==> src/rtl/reset_sequencer.sv <==
// Reset and button conditioning: waits for PLL lock, holds a timed synchronous-release
// reset for downstream logic, and debounces the raw push button.
module reset_sequencer #(
   parameter int SYNC_STAGES     = 2,
   parameter int HOLD_CYCLES     = 16,
   parameter int DEBOUNCE_CYCLES = 1000000
) (
   input  logic clk,
   input  logic rst,
   input  logic pll_lock,
   input  logic btn_n,
   output logic rst_out_n,
   output logic btn_level,
   output logic btn_press,
   output logic lock_lost
);

   localparam int DB_W   = (DEBOUNCE_CYCLES > 1) ? $clog2(DEBOUNCE_CYCLES) : 1;
   localparam int HOLD_W = (HOLD_CYCLES > 1) ? $clog2(HOLD_CYCLES) : 1;
   localparam logic [DB_W-1:0]   DB_LAST   = DB_W'(DEBOUNCE_CYCLES - 1);
   localparam logic [HOLD_W-1:0] HOLD_LAST = HOLD_W'(HOLD_CYCLES - 1);

   localparam logic [1:0] ST_WAIT_LOCK = 2'd0;
   localparam logic [1:0] ST_HOLD      = 2'd1;
   localparam logic [1:0] ST_RUN       = 2'd2;
   localparam logic [1:0] ST_BTN_HELD  = 2'd3;

   logic [SYNC_STAGES-1:0] lock_sync_r;
   logic [SYNC_STAGES-1:0] btn_sync_r;
   logic                   lock_s;
   logic                   btn_s;

   logic [DB_W-1:0]   db_cnt_r;
   logic [DB_W-1:0]   db_cnt_nx;
   logic              btn_level_nx;
   logic [1:0]        state_r;
   logic [1:0]        state_nx;
   logic [HOLD_W-1:0] hold_cnt_r;
   logic [HOLD_W-1:0] hold_cnt_nx;
   logic              lock_lost_nx;

   assign lock_s = lock_sync_r[SYNC_STAGES-1];
   assign btn_s  = btn_sync_r[SYNC_STAGES-1];

   // Synchronizer chains; the button chain resets to "released"
   always_ff @(posedge clk or negedge rst) begin
      if (!rst) begin
         lock_sync_r <= '0;
         btn_sync_r  <= '1;
      end else begin
         lock_sync_r <= {lock_sync_r[SYNC_STAGES-2:0], pll_lock};
         btn_sync_r  <= {btn_sync_r[SYNC_STAGES-2:0], btn_n};
      end
   end

   // Debounce: a new level is accepted only after an unbroken run of differing samples
   always_comb begin
      db_cnt_nx    = db_cnt_r;
      btn_level_nx = btn_level;
      if (btn_s == btn_level) begin
         db_cnt_nx = '0;
      end else if (db_cnt_r == DB_LAST) begin
         btn_level_nx = btn_s;
         db_cnt_nx    = '0;
      end else begin
         db_cnt_nx = db_cnt_r + DB_W'(1);
      end
   end

   // Sequencer next-state; lock loss outranks the button in every state
   always_comb begin
      state_nx     = state_r;
      hold_cnt_nx  = hold_cnt_r;
      lock_lost_nx = lock_lost;
      case (state_r)
         ST_WAIT_LOCK: begin
            if (lock_s && btn_level) begin
               state_nx    = ST_HOLD;
               hold_cnt_nx = '0;
            end else begin
               state_nx = ST_WAIT_LOCK;
            end
         end
         ST_HOLD: begin
            if (!lock_s) begin
               state_nx = ST_WAIT_LOCK;
            end else if (!btn_level) begin
               state_nx = ST_BTN_HELD;
            end else if (hold_cnt_r == HOLD_LAST) begin
               state_nx = ST_RUN;
            end else begin
               hold_cnt_nx = hold_cnt_r + HOLD_W'(1);
            end
         end
         ST_RUN: begin
            if (!lock_s) begin
               state_nx     = ST_WAIT_LOCK;
               lock_lost_nx = 1'b1;
            end else if (!btn_level) begin
               state_nx = ST_BTN_HELD;
            end else begin
               state_nx = ST_RUN;
            end
         end
         ST_BTN_HELD: begin
            if (!lock_s) begin
               state_nx = ST_WAIT_LOCK;
            end else if (btn_level) begin
               state_nx    = ST_HOLD;
               hold_cnt_nx = '0;
            end else begin
               state_nx = ST_BTN_HELD;
            end
         end
         default: begin
            state_nx    = ST_WAIT_LOCK;
            hold_cnt_nx = '0;
         end
      endcase
   end

   // State, counters and registered outputs
   always_ff @(posedge clk or negedge rst) begin
      if (!rst) begin
         state_r    <= ST_WAIT_LOCK;
         hold_cnt_r <= '0;
         db_cnt_r   <= '0;
         btn_level  <= 1'b1;
         btn_press  <= 1'b0;
         lock_lost  <= 1'b0;
         rst_out_n  <= 1'b0;
      end else begin
         state_r    <= state_nx;
         hold_cnt_r <= hold_cnt_nx;
         db_cnt_r   <= db_cnt_nx;
         btn_level  <= btn_level_nx;
         btn_press  <= btn_level & ~btn_level_nx;
         lock_lost  <= lock_lost_nx;
         rst_out_n  <= (state_nx == ST_RUN);
      end
   end

endmodule

==> config.mk <==
export PLATFORM = sky130hd
export DESIGN_NAME = reset_sequencer
export DESIGN_NICKNAME = d
export VERILOG_FILES = /design/src/rtl/reset_sequencer.sv
export SDC_FILE = /design/constraint.sdc
export NUM_CORES = 1
export LEC_CHECK = 0
export ABC_AREA = 1
export BUFFER_PORTS_ARGS = -buffer_cell sky130_fd_sc_hd__buf_4
export CAP_MARGIN = 20
export CORE_UTILIZATION = 49
export CTS_CLUSTER_SIZE = 20
export DETAILED_ROUTE_END_ITERATION = 8
export MAX_ROUTING_LAYER = met4
export PLACE_DENSITY = 0.66
export SYNTH_ARGS = -nofsm -noshare
export SYNTH_HDL_FRONTEND = slang
export SYNTH_SLANG_ARGS = --single-unit
export TNS_END_PERCENT = 30
==> constraint.sdc <==
create_clock -name clk -period 1.6 [get_ports clk]
set_clock_uncertainty 0.05 [all_clocks]
set_input_delay 0.24 -clock clk [delete_from_list [all_inputs] [get_ports clk]]
set_output_delay 0.24 -clock clk [all_outputs]
set_load 0.02 [all_outputs]
## Yosys cells after proc, flatten, opt, wreduce, memory -nomap -nowiden

Index checks and enable logic that the tools add are counted.
Widths: inputs -> output; s select.

| word-level totals | value |
|---|---|
| flip-flop bits (word level) | 34 |
| bits in latches | 0 |
| memory bits (writable) | 0 |
| bits in read-only memories | 0 |
| output and inout bits | 4 |
| logic and storage cells | 52 |
| memories kept | 0 |

| cells by class | value |
|---|---|
| add/subtract/negate cells | 2 |
| multiply operators | 0 |
| div/mod/pow operators | 0 |
| $lt $le $gt $ge | 0 |
| equality and inequality tests | 13 |
| shift operators | 0 |
| multiplexer cells | 20 |
| bitwise logic cells | 3 |
| reductions and logical operators | 5 |

Operator list:

| kind | number |
|---|---|
| $mux 20 | 2 |
| $mux 4 | 6 |
| $add 20x1->20 const B | 1 |
| $eq 20x20->1 const B | 1 |
| $mux 2 | 6 |
| $ne 2x2->1 const B | 6 |
| $pmux 4 s3 | 1 |
| $pmux 2 s4 | 1 |
| $reduce_and 7->1 | 1 |
| $eq 2x2->1 const B | 3 |
| $add 4x1->4 const B | 1 |
| $eq 4x4->1 const B | 1 |
| $mux 1 | 4 |
| $reduce_bool 3->1 | 1 |
| $eq 2x1->1 const B | 1 |
| $logic_not 2->1 | 1 |
| $not 1->1 | 2 |
| $reduce_and 2->1 | 1 |
| $and 1x1->1 | 1 |
| $eq 1x1->1 | 1 |
| $logic_and 1x1->1 | 1 |

## Depth between registers and ports, before layout

Gate-level depths: netlist of run 1.

| depth | value |
|---|---|
| depth after elaboration | 6 |
| gate-level depth with buffers | 9 |
| depth with buffers taken out | 9 |

## Least setup slack after synthesis of run 1

No wires, ideal clock.

| path | value |
|---|---|
| path type | register -> register |
| start point | register db_cnt_r[0] |
| end point | register db_cnt_r[17] |
| setup time | 119 ps |
| arrival | 1237 ps |
| data required time | 1431 ps |
| setup slack | 194 ps |
| stages on the path, launching flop included | 9 |
| clock period less this slack | 1406 ps |
| cells stage by stage | dfrtp_1 ha_1 nand2_2 nor3_4 nand3_2 nand2_4 inv_4 nand2_1 nor2_1 |

| between the ends | value |
|---|---|
| cells in the longest elaborated chain, start to end | 3 |
| elaborated cells between the ends (all ways) | 4 |
| those cells by class | 1 x add/sub; 1 x eq/ne; 2 x mux |

RTL lines:

| what | RTL line | source |
|---|---|---|
| start, declared | 33 | `logic [DB_W-1:0] db_cnt_r;` |
| start signal, assigned | 135 | `db_cnt_r <= db_cnt_nx;` |
| $add 20x1->20 or $eq 20x20->1 (tied branches) | 66, 62 |  |
| $mux 20 * | 62 | `end else if (db_cnt_r == DB_LAST) begin` |
| $mux 20 * | 60 | `if (btn_s == btn_level) begin` |
| named net db_cnt_nx[17] | 34 | `logic [DB_W-1:0] db_cnt_nx;` |

Mark *: on every way through the listed nets, which the timed path passes. The rest lies on a longest branch.
A chain may end at the register's enable or synchronous reset.

## Worst setup path in the final report of run 1

| path | value |
|---|---|
| start point | register db_cnt_r[0] |
| end point | register db_cnt_r[16] |

The elaborated chain is that of the path after synthesis.

==> flow_summary_export.csv, run 1 <==
group,metric,value,unit
drt,wl_per_cell,12.44,um
run_status,status,"finished clean",
sta,hold_violations,0,
logic_synthesis,yosysWarningCount,0,
floorplanning,die-area,3834,um2
logic_synthesis,synth_area_leaders,"dfrtp_1, nor2_1, nand2_1",
layout,stdcell_count,283,
layout,drive_above_1_share,16.03,%
floorplanning,die_x,61.92,um
worst_setup_path,crit_path_end,"db_cnt_r[16]",
cts,h-tree-depth,2,
drt,post-route-drc-count,0,
power,power_leakage,0.9510,nW
layout,multiInputGateArea,818.3,um2
place,dp_cells,270,
drt,via_per_inst,4.806,
global_route,grt_max_degree,35,
sta,finalSetupViolations,0,
min_path,hp-class,"reg2reg",
sta,rsz0062_at_grt,"no",
worst_setup_path,reg2reg_setup_slack,0.11,ns
logic_synthesis,ys.flop_type,"dfrtp_1",
global_route,grt.total_usage,21.64,%
worst_setup_path,crit_chain,"ha_4, nand2_4, nor3_4, nand3_2, nand2_4, inv_4, nand2_1, nor2_1",
sta,fin_crit_sh,93.43,%
worst_setup_path,cp.arrival,1.68,ns
worst_setup_path,path_max_fanout,8,
power,vdd_drop_max,0.4088,mV
logic_synthesis,synth_cells,216,
worst_setup_path,critPathKind,"reg2reg",
worst_setup_path,r2r_cells,8,
drt,wl,3520,um
logic_synthesis,avgSynthCellArea,8.144,um2
drt,vias,1360,
layout,antennaDiodeCount,0,
worst_setup_path,regToRegStartpoint,"db_cnt_r[0]",
worst_setup_path,cp-startpoint,"db_cnt_r[0]",
sta,fin_crit,1.495,ns
place,gp_congestion,0.8139,
cts,clock-sinks,34,
floorplanning,start_util,51.90,%
run,drv_cap,0,
worst_setup_path,start_kind,"register",
floorplanning,ioPinCount,8,
place,place_hpwl,2669,um
logic_synthesis,synth_seq_area_share,48.58,%
drt,first_pass_iters,4,
layout,nFillCells,316,
layout,areaGrowthSynthToFinish,13.16,%
logic_synthesis,ys_ff_latch,34,
cts,clockRootBuffer,"clkbuf_4",
logic_synthesis,synthMostInstantiatedCell,"nor2_1",
worst_setup_path,cp_slowest_cell,"dfrtp_1",
sta,setup_slack,0.1051,ns
worst_setup_path,path_common_cell,"nand2_4",
cts,clock_latency,0.34,ns
worst_setup_path,endpoint_kind,"register",
power,total_power,1.388,mW
layout,fin_nets,242,
logic_synthesis,async_flop_share,100.0,%
floorplanning,core,3390,um2
drt,drtIter0Drc,68,
logic_synthesis,ys_types,31,
logic_synthesis,syn-num-nets,222,
worst_setup_path,rr_endpoint,"db_cnt_r[16]",
worst_setup_path,critPathRequiredTime,1.79,ns
global_route,grt_pass1_wl,5630,um
floorplanning,die_y,61.92,um
logic_synthesis,syn_area,1759,um2
floorplanning,rows,21,
place,preCtsSetupSlack,0.01646,ns
sta,fmax,668.9,MHz
place,port_buffers,7,
logic_synthesis,yosys.area.top_type,"dfrtp_1",
sta,maxSlewViolCount,0,
sta,fin_setup_tns,0,ns
layout,fin_area,1991,um2
logic_synthesis,yosysTopAreaCellShare,44.10,%
place,postPlaceCellArea,1877,um2
global_route,grt_pass1_vias,1243,
sta,slew_headroom,71.16,%
logic_synthesis,synth_enable_flop_cells,0,
global_route,grt_overflow,0,
cts,path_clk_slew,0.10,ns
cts,cts_made_buffers,5,
drt,drtAntennaViolNets,0,
layout,register_area,854.6,um2
cts,tritoncts,"built",
worst_setup_path,cpPeakStageDelay,0.42,ns
cts,clockBufferDepth,2,
sta,worst_pin_slew,0.4326,ns
global_route,antenna_found_initial,0,
logic_synthesis,synthTopCellsByCount,"nor2_1, nand2_1, dfrtp_1",
power,pwr_density_cell,697.5,nW/um2
[state kept, by name (all words and copies together), names as in the netlist]
| name | count |
|---|---|
| db_cnt_r | 20 |
| hold_cnt_r | 4 |
| btn_sync_r | 2 |
| lock_sync_r | 2 |
| state_r | 2 |
| btn_level | 1 |
| btn_press | 1 |
| lock_lost | 1 |
| rst_out_n | 1 |
[per-stage QoR]
| step | util [%] | hold slack, ns |
|---|---|---|
| floorplan | - | -0.1056 |
| global placement | 55.37 | 0.1526 |
| CTS | 57.77 | 0.3153 |
| detailed placement | 55.37 | 0.1580 |
| global route | 58.73 | 0.3173 |
| finish | 58.73 | 0.3126 |
[kinds of logic after synthesis]
family | Yosys count | synth area share, %
flops | 34 | 48.58
simple gates | 128 | 33.21
fa+ha+maj | 2 | 1.422
buf+inv | 27 | 5.904
xor+xnor | 10 | 5.406
compound gates | 15 | 5.476
[metal layers]
metal  part of all wire [%]  global-route usage [%]  wire length, um  vias up
met3                    2.6                   5.797               93        6
li1                       -                       -                -      711
met4                    1.7                   9.206               59        0
met5                      0                       -                0        -
met2                     45                   30.57             1586       20
met1                     51                   29.21             1780      623
[critical path: cells and delay by family, from the launching register on]
family                     cells  cell delay (ns)
adders and majority gates      1             0.17
and+or+nand+nor                6             0.71
DFF                            1             0.42
buffers and inverters          1             0.05
[how the worst min path moves through the flow]
stage          cells after the start  slack [ns]           from            end
2_1_floorplan                      0       -0.11            rst      btn_press
3_3_place_gp                       1        0.15            rst   db_cnt_r[11]
3_5_place_dp                       1        0.16            rst   db_cnt_r[12]
4_1_cts                            2        0.32            rst   db_cnt_r[14]
5_1_grt                            0        0.32  btn_sync_r[0]  btn_sync_r[1]
6_report                           0        0.31  btn_sync_r[0]  btn_sync_r[1]
[layout by cell type (no fill, tap or decap), types with 3 or more instances in the layout]
cell,n
a21oi_1,3
buf_4,10
clkbuf_4,5
dfrtp_1,31
dfstp_2,3
dlygate4sd3_1,3
inv_1,24
nand2_1,45
nand2_4,3
nand3_1,15
nor2_1,49
nor2_2,3
nor3_1,3
o21ai_0,4
xor2_1,8
[where the power goes]
| group | internal, mW | total [mW] | switching, mW |
|---|---|---|---|
| logic | 0.0255 | 0.0643 | 0.0388 |
| registers | 0.872 | 0.883 | 0.0111 |
| clock network | 0.167 | 0.441 | 0.274 |
[area by class of cell]
class	count	share of cell area, %
Timing Repair Buffer	13	5.280
Clock inverter	2	0.5028
Sequential cell	34	42.93
Inverter	27	5.217
Clock buffer	6	2.074
Multi-Input combinational cell	155	41.11
Tap cell	46	2.891
[what timing repair did]
item,CTS,global route
setup endpoints to repair,0,11
gates resized for setup,0,3
buffers inserted,0,2
hold buffers,3,0
endpoints found under the hold margin,33,0
No activity file was read; power rests on OpenSTA's default activity.
==> run 2: changes to the inputs <==
--- a/config.mk
+++ b/config.mk
@@ -9,9 +9,11 @@
 export BUFFER_PORTS_ARGS = -buffer_cell sky130_fd_sc_hd__buf_4
 export CAP_MARGIN = 20
-export CORE_UTILIZATION = 49
+export CELL_PAD_IN_SITES_DETAIL_PLACEMENT = 0
+export CELL_PAD_IN_SITES_GLOBAL_PLACEMENT = 2
+export CORE_UTILIZATION = 36
 export CTS_CLUSTER_SIZE = 20
 export DETAILED_ROUTE_END_ITERATION = 8
 export MAX_ROUTING_LAYER = met4
-export PLACE_DENSITY = 0.66
+export PLACE_DENSITY_LB_ADDON = 0.1
 export SYNTH_ARGS = -nofsm -noshare
 export SYNTH_HDL_FRONTEND = slang
--- a/constraint.sdc
+++ b/constraint.sdc
@@ -3,3 +3,3 @@
 set_input_delay 0.24 -clock clk [delete_from_list [all_inputs] [get_ports clk]]
 set_output_delay 0.24 -clock clk [all_outputs]
-set_load 0.02 [all_outputs]
+set_load 0.1 [all_outputs]
==> run 2 against run 1 <==
  * Hold slack lost 0.0055 ns
  * First-iteration DRC count shrank 4.4%
  * Critical endpoint is now btn_level
  * Worst setup slack worse by 0.033 ns
  * Critical path type is now reg2out
  * Cell count is 7.4% higher
  * Routed wire length increased by 3.4%
  * Maximum frequency shrank 2.2%
  * The run now ends with DRC left
==> flow_summary_export.csv, run 2 (synthesized netlist as in run 1, its figures left out) <==
group,metric,value,unit
worst_setup_path,crit_chain,"buf_4",
worst_setup_path,cp.arrival,1.24,ns
layout,largestRegisters,"db_cnt_r (20), hold_cnt_r (4)",
worst_setup_path,cpPeakStageDelay,0.66,ns
power,pwr-share-comb,3.0,%
worst_setup_path,critPathKind,"reg2out",
global_route,grt.total_usage,16.54,%
power,pwr_density_cell,918.3,nW/um2
layout,final_common_cell,"nor2_1",
drt,drtAntennaViolNets,0,
layout,fin_nets,242,
drt,wl,3639,um
worst_setup_path,crit_family,"flip-flops",
floorplanning,die-area,5170,um2
sta,fmax,654.4,MHz
layout,areaGrowthSynthToFinish,19.06,%
cts,cts_resized,0,
global_route,top_usage_layer,"met2",
layout,largest_reg_flops,20,
cts,tritoncts,"built",
place,port_buffers,7,
sta,slew_headroom,69.56,%
power,p_sw,366.4,uW
cts,h-tree-depth,2,
run_status,violations,"DRC",
sta,worst_pin_slew,0.4566,ns
floorplanning,core,4723,um2
power,vdd_drop_max,0.4059,mV
global_route,grt_util_met3,4.167,%
drt,wl_per_cell,11.97,um
sta,fin_crit_sh,95.50,%
layout,stdcell_count,304,
drt,drtIter0Drc,65,
sta,hold_ws,0.3071,ns
worst_setup_path,cp-startpoint,"btn_level",
drt,via_per_inst,4.576,
min_path,hp-class,"reg2reg",
power,power_leakage,0.9775,nW
floorplanning,die_x,71.91,um
floorplanning,die_y,71.91,um
run_status,status,"finished, violations left",
floorplanning,ioPinCount,8,
layout,nFillCells,472,
sta,finalSetupViolations,0,
layout,largest_register,"db_cnt_r",
cts,cts_made_buffers,5,
worst_setup_path,start_kind,"register",
floorplanning,rows,25,
layout,drive_above_1_share,16.03,%
layout,layout_common_cells,"nor2_1, nand2_1, dfrtp_1",
place,dp_cells,291,
global_route,use_met1,22.97,%
drt,first_pass_iters,6,
worst_setup_path,path_max_fanout,6,
worst_setup_path,endpoint_kind,"primary output",
worst_setup_path,path_buf_inv,1,
layout,register_area,858.3,um2
floorplanning,start_util,37.25,%
sta,fin_crit,1.528,ns
drt,post-route-drc-count,2,
worst_setup_path,regToRegStartpoint,"db_cnt_r[0]",
global_route,grt_max_degree,35,
sta,maxSlewViolCount,0,
place,gp_congestion,0.8088,
cts,clockRootBuffer,"clkbuf_8",
power,internal-power,1.557,mW
place,place_hpwl,2732,um
run,drv_cap,0,
min_path,hp-start,"lock_sync_r[0]",
layout,multiInputGateArea,800.8,um2
global_route,grt_util_met2,23.48,%
cts,clockBufferDepth,2,
drt,vias,1391,
cts,clock_latency,0.29,ns
global_route,antenna_found_initial,0,
power,switching_share,19.05,%
global_route,grt_pass1_vias,1293,
cts,path_clk_slew,0.08,ns
global_route,grt_overflow,0,
power,power_frac_seq,45.8,%
global_route,grt_pass1_wl,6175,um
worst_setup_path,cp_slowest_cell,"dfstp_4",
power,p_clk_share,51.3,%
worst_setup_path,reg2reg_setup_slack,0.11,ns
layout,antennaDiodeCount,0,
cts,clock-sinks,34,
sta,hold_violations,0,
worst_setup_path,critPathRequiredTime,1.31,ns
==> run 2: cell types whose count changed in the layout (fill, tap and decap cells not counted), sizes merged <==
cell / delta
clkinv: -2
bufinv: +2
==> run 2: worst paths after layout <==
check / depth (start not counted) / endpoint
hold reg to reg: 0 / lock_sync_r[1]
setup / recovery: 1 / btn_level
max in group asynchronous: 2 / btn_sync_r[1]
hold / removal: 0 / lock_sync_r[1]
setup reg to reg: 8 / db_cnt_r[13]
min in group asynchronous: 2 / db_cnt_r[7]
==> run 2: final cells by class <==
class	instances	share of cell area, %
inverters	27	4.958
multi-input cells	155	38.23
clock inverters	2	2.867
clock buffers	6	3.943
well taps	67	4.002
flip-flops and latches	34	40.98
repair buffers	13	5.018
==> run 2: what timing repair did <==
action / 4_1_cts / 5_1_grt
hold buffers: 3 / 0
setup buffers: 0 / 2
endpoints found under the setup margin: 0 / 6
hold endpoints to repair: 33 / 0
==> run 2: per-stage QoR <==
| step | power [mW] | instance area (um2) | setup TNS, ns | utilization [%] | setup WS [ns] |
|---|---|---|---|---|---|
| after detailed placement | 0.9508 | 1907 | 0 | 40.37 | 0.04128 |
| after global placement | 0.9497 | 1907 | 0 | 40.37 | 0.09601 |
| final | 1.923 | 2095 | 0 | 44.34 | 0.07194 |
| after CTS | 1.949 | 2079 | 0 | 44.03 | 0.02738 |
| after global routing | 1.987 | 2095 | -0.01322 | 44.34 | -0.006121 |
| after floorplan | 0.9178 | 1763 | 0 | - | 0.09362 |
==> run 2: worst reg2reg max path: cells and delay by family, from the launching register on <==
kind          cells  cell delay, ns
simple gates      6            0.70
buf+inv           1            0.06
fa+ha+maj         1            0.21
flops             1            0.37
==> run 2: layer usage <==
| metal | part of all wire [%] | wire length, um |
|---|---|---|
| met1 | 50 | 1833 |
| met2 | 45 | 1635 |
| met3 | 3.2 | 117 |
| met4 | 1.4 | 52 |
| met5 | 0 | 0 |
==> run 2: power by group through the flow <==
stage	clock (mW)	sequential, mW	combinational, mW
global placement	0	0.896	0.0536
detailed placement	0	0.897	0.0541
finish	0.986	0.880	0.0574
CTS	1.01	0.880	0.0601
global route	1.04	0.881	0.0669
floorplan	0	0.895	0.0228
==> run 3: changes to the inputs <==
PLACE_DENSITY_LB_ADDON = 0.15   (was 0.1)
==> run 3 against run 2 <==
  * The run now ends clean
  * Sequential power about the same
  * Core utilization down 0.40 points
  * Clock-buffer cell count down 1
  * Hold slack better by 0.00093 ns
==> flow_summary_export.csv, run 3 (synthesized netlist as in run 1, its figures left out) <==
group,metric,value,unit
sta,worst_pin_slew,0.4291,ns
worst_setup_path,cp_num_cells,1,
sta,hold_violations,0,
layout,fin_nets,242,
power,pwr_density_cell,828.0,nW/um2
global_route,grt_pass1_vias,1287,
min_path,hp-class,"reg2reg",
run_status,status,"finished clean",
global_route,grt_overflow,0,
worst_setup_path,rr_endpoint,"db_cnt_r[0]",
sta,maxSlewViolCount,0,
worst_setup_path,cpPeakStageDelay,0.66,ns
drt,vias,1358,
sta,finalSetupViolations,0,
layout,final_common_cell,"nor2_1",
global_route,grt.total_usage,16.55,%
worst_setup_path,path_buf_inv,1,
cts,path_clk_slew,0.07,ns
layout,layout_common_cells,"nor2_1, nand2_1, dfrtp_1",
sta,fin_crit_sh,95.38,%
drt,drtIter0Drc,54,
power,vdd_drop_max,0.5807,mV
cts,tritoncts,"built",
sta,hold_ws,0.3080,ns
floorplanning,rows,25,
cts,clock_latency,0.28,ns
worst_setup_path,crit_family,"flip-flops",
worst_setup_path,crit_chain,"buf_4",
drt,wl_per_cell,12.10,um
worst_setup_path,regToRegStartpoint,"db_cnt_r[1]",
worst_setup_path,reg2reg_setup_slack,0.10,ns
sta,fin_crit,1.526,ns
drt,drtAntennaViolNets,0,
cts,clockBufferDepth,2,
layout,antennaDiodeCount,0,
layout,fin_area,2076,um2
layout,areaGrowthSynthToFinish,17.99,%
floorplanning,die_x,71.91,um
cts,cts_made_buffers,5,
drt,post-route-drc-count,0,
place,postPlaceCellArea,1907,um2
drt,wl,3677,um
worst_setup_path,endpoint_kind,"primary output",
worst_setup_path,cp_slowest_cell,"dfstp_4",
cts,clockRootBuffer,"clkbuf_8",
layout,largestRegisters,"db_cnt_r (20), hold_cnt_r (4)",
run,drv_cap,0,
drt,via_per_inst,4.467,
floorplanning,start_util,37.25,%
sta,rsz0062_at_grt,"yes",
min_path,hp-start,"btn_sync_r[0]",
sta,slew_headroom,71.40,%
worst_setup_path,critPathKind,"reg2out",
layout,largest_register,"db_cnt_r",
cts,clock-sinks,34,
place,place_hpwl,2805,um
min_path,hold_depth,0,
worst_setup_path,start_kind,"register",
global_route,grt_max_degree,35,
place,port_buffers,7,
layout,drive_above_1_share,16.88,%
layout,largest_reg_flops,20,
global_route,grt_pass1_wl,6216,um
floorplanning,ioPinCount,8,
drt,first_pass_iters,5,
sta,fmax,655.3,MHz
global_route,antenna_found_initial,0,
cts,h-tree-depth,2,
worst_setup_path,cp.arrival,1.24,ns
floorplanning,core,4723,um2
floorplanning,die-area,5170,um2
min_path,hold-path-endpoint,"btn_sync_r[1]",
floorplanning,die_y,71.91,um
power,power_leakage,0.9628,nW
worst_setup_path,critPathRequiredTime,1.31,ns
worst_setup_path,r2r_cells,7,
worst_setup_path,path_max_fanout,6,
place,gp_congestion,0.8209,
[run 3: per-layer routing]
metal / track usage, % / vias up / wire length [um]
met5: - / - / 0
met4: 5.882 / 0 / 49
met3: 4.167 / 4 / 109
met2: 23.48 / 14 / 1699
met1: 22.99 / 630 / 1819
li1: - / 710 / -
[run 3: area by class of cell]
class,count,area (um2)
clock buffer,5,68.82
clock inverter,3,40.04
fill,466,2648
inverter,27,103.9
multi-input combinational,155,815.8
sequential,34,858.3
tap,67,83.83
timing repair buffer,13,105.1
[run 3: worst max-delay path by stage]
stage / startpoint / endpoint / slack [ns]
2_1_floorplan: btn_level / db_cnt_r[17] / 0.09
4_1_cts: db_cnt_r[0] / db_cnt_r[17] / 0.03
3_3_place_gp: db_cnt_r[0] / db_cnt_r[14] / 0.09
5_1_grt: hold_cnt_r[0] / hold_cnt_r[0] / -0.003
6_report: btn_level / btn_level / 0.07
3_5_place_dp: db_cnt_r[0] / db_cnt_r[17] / 0.05
[run 3: power by group]
part	total [mW]	leakage (nW)	internal [mW]	switching, mW
clock	0.773	0.0579	0.458	0.315
sequential	0.883	0.458	0.872	0.0109
combinational	0.0625	0.446	0.0252	0.0372
[run 3: per-stage QoR]
stage	TNS (ns)	power, mW	utilization, %	setup WS, ns	instances
global route	-0.005627	1.781	43.95	-0.003155	304
global placement	0	0.9493	40.37	0.09371	291
detailed placement	0	0.9505	40.37	0.04594	291
finish	0	1.719	43.95	0.07393	304
CTS	0	1.737	43.10	0.02994	301
floorplan	0	0.9178	-	0.09362	216
[run 3: repair_timing]
action                                  in CTS  in global routing
hold buffers                                 2                  1
gates resized for setup                      0                  3
setup buffers                                0                  2
endpoints found under the setup margin       0                  8
hold endpoints to repair                    32                  1
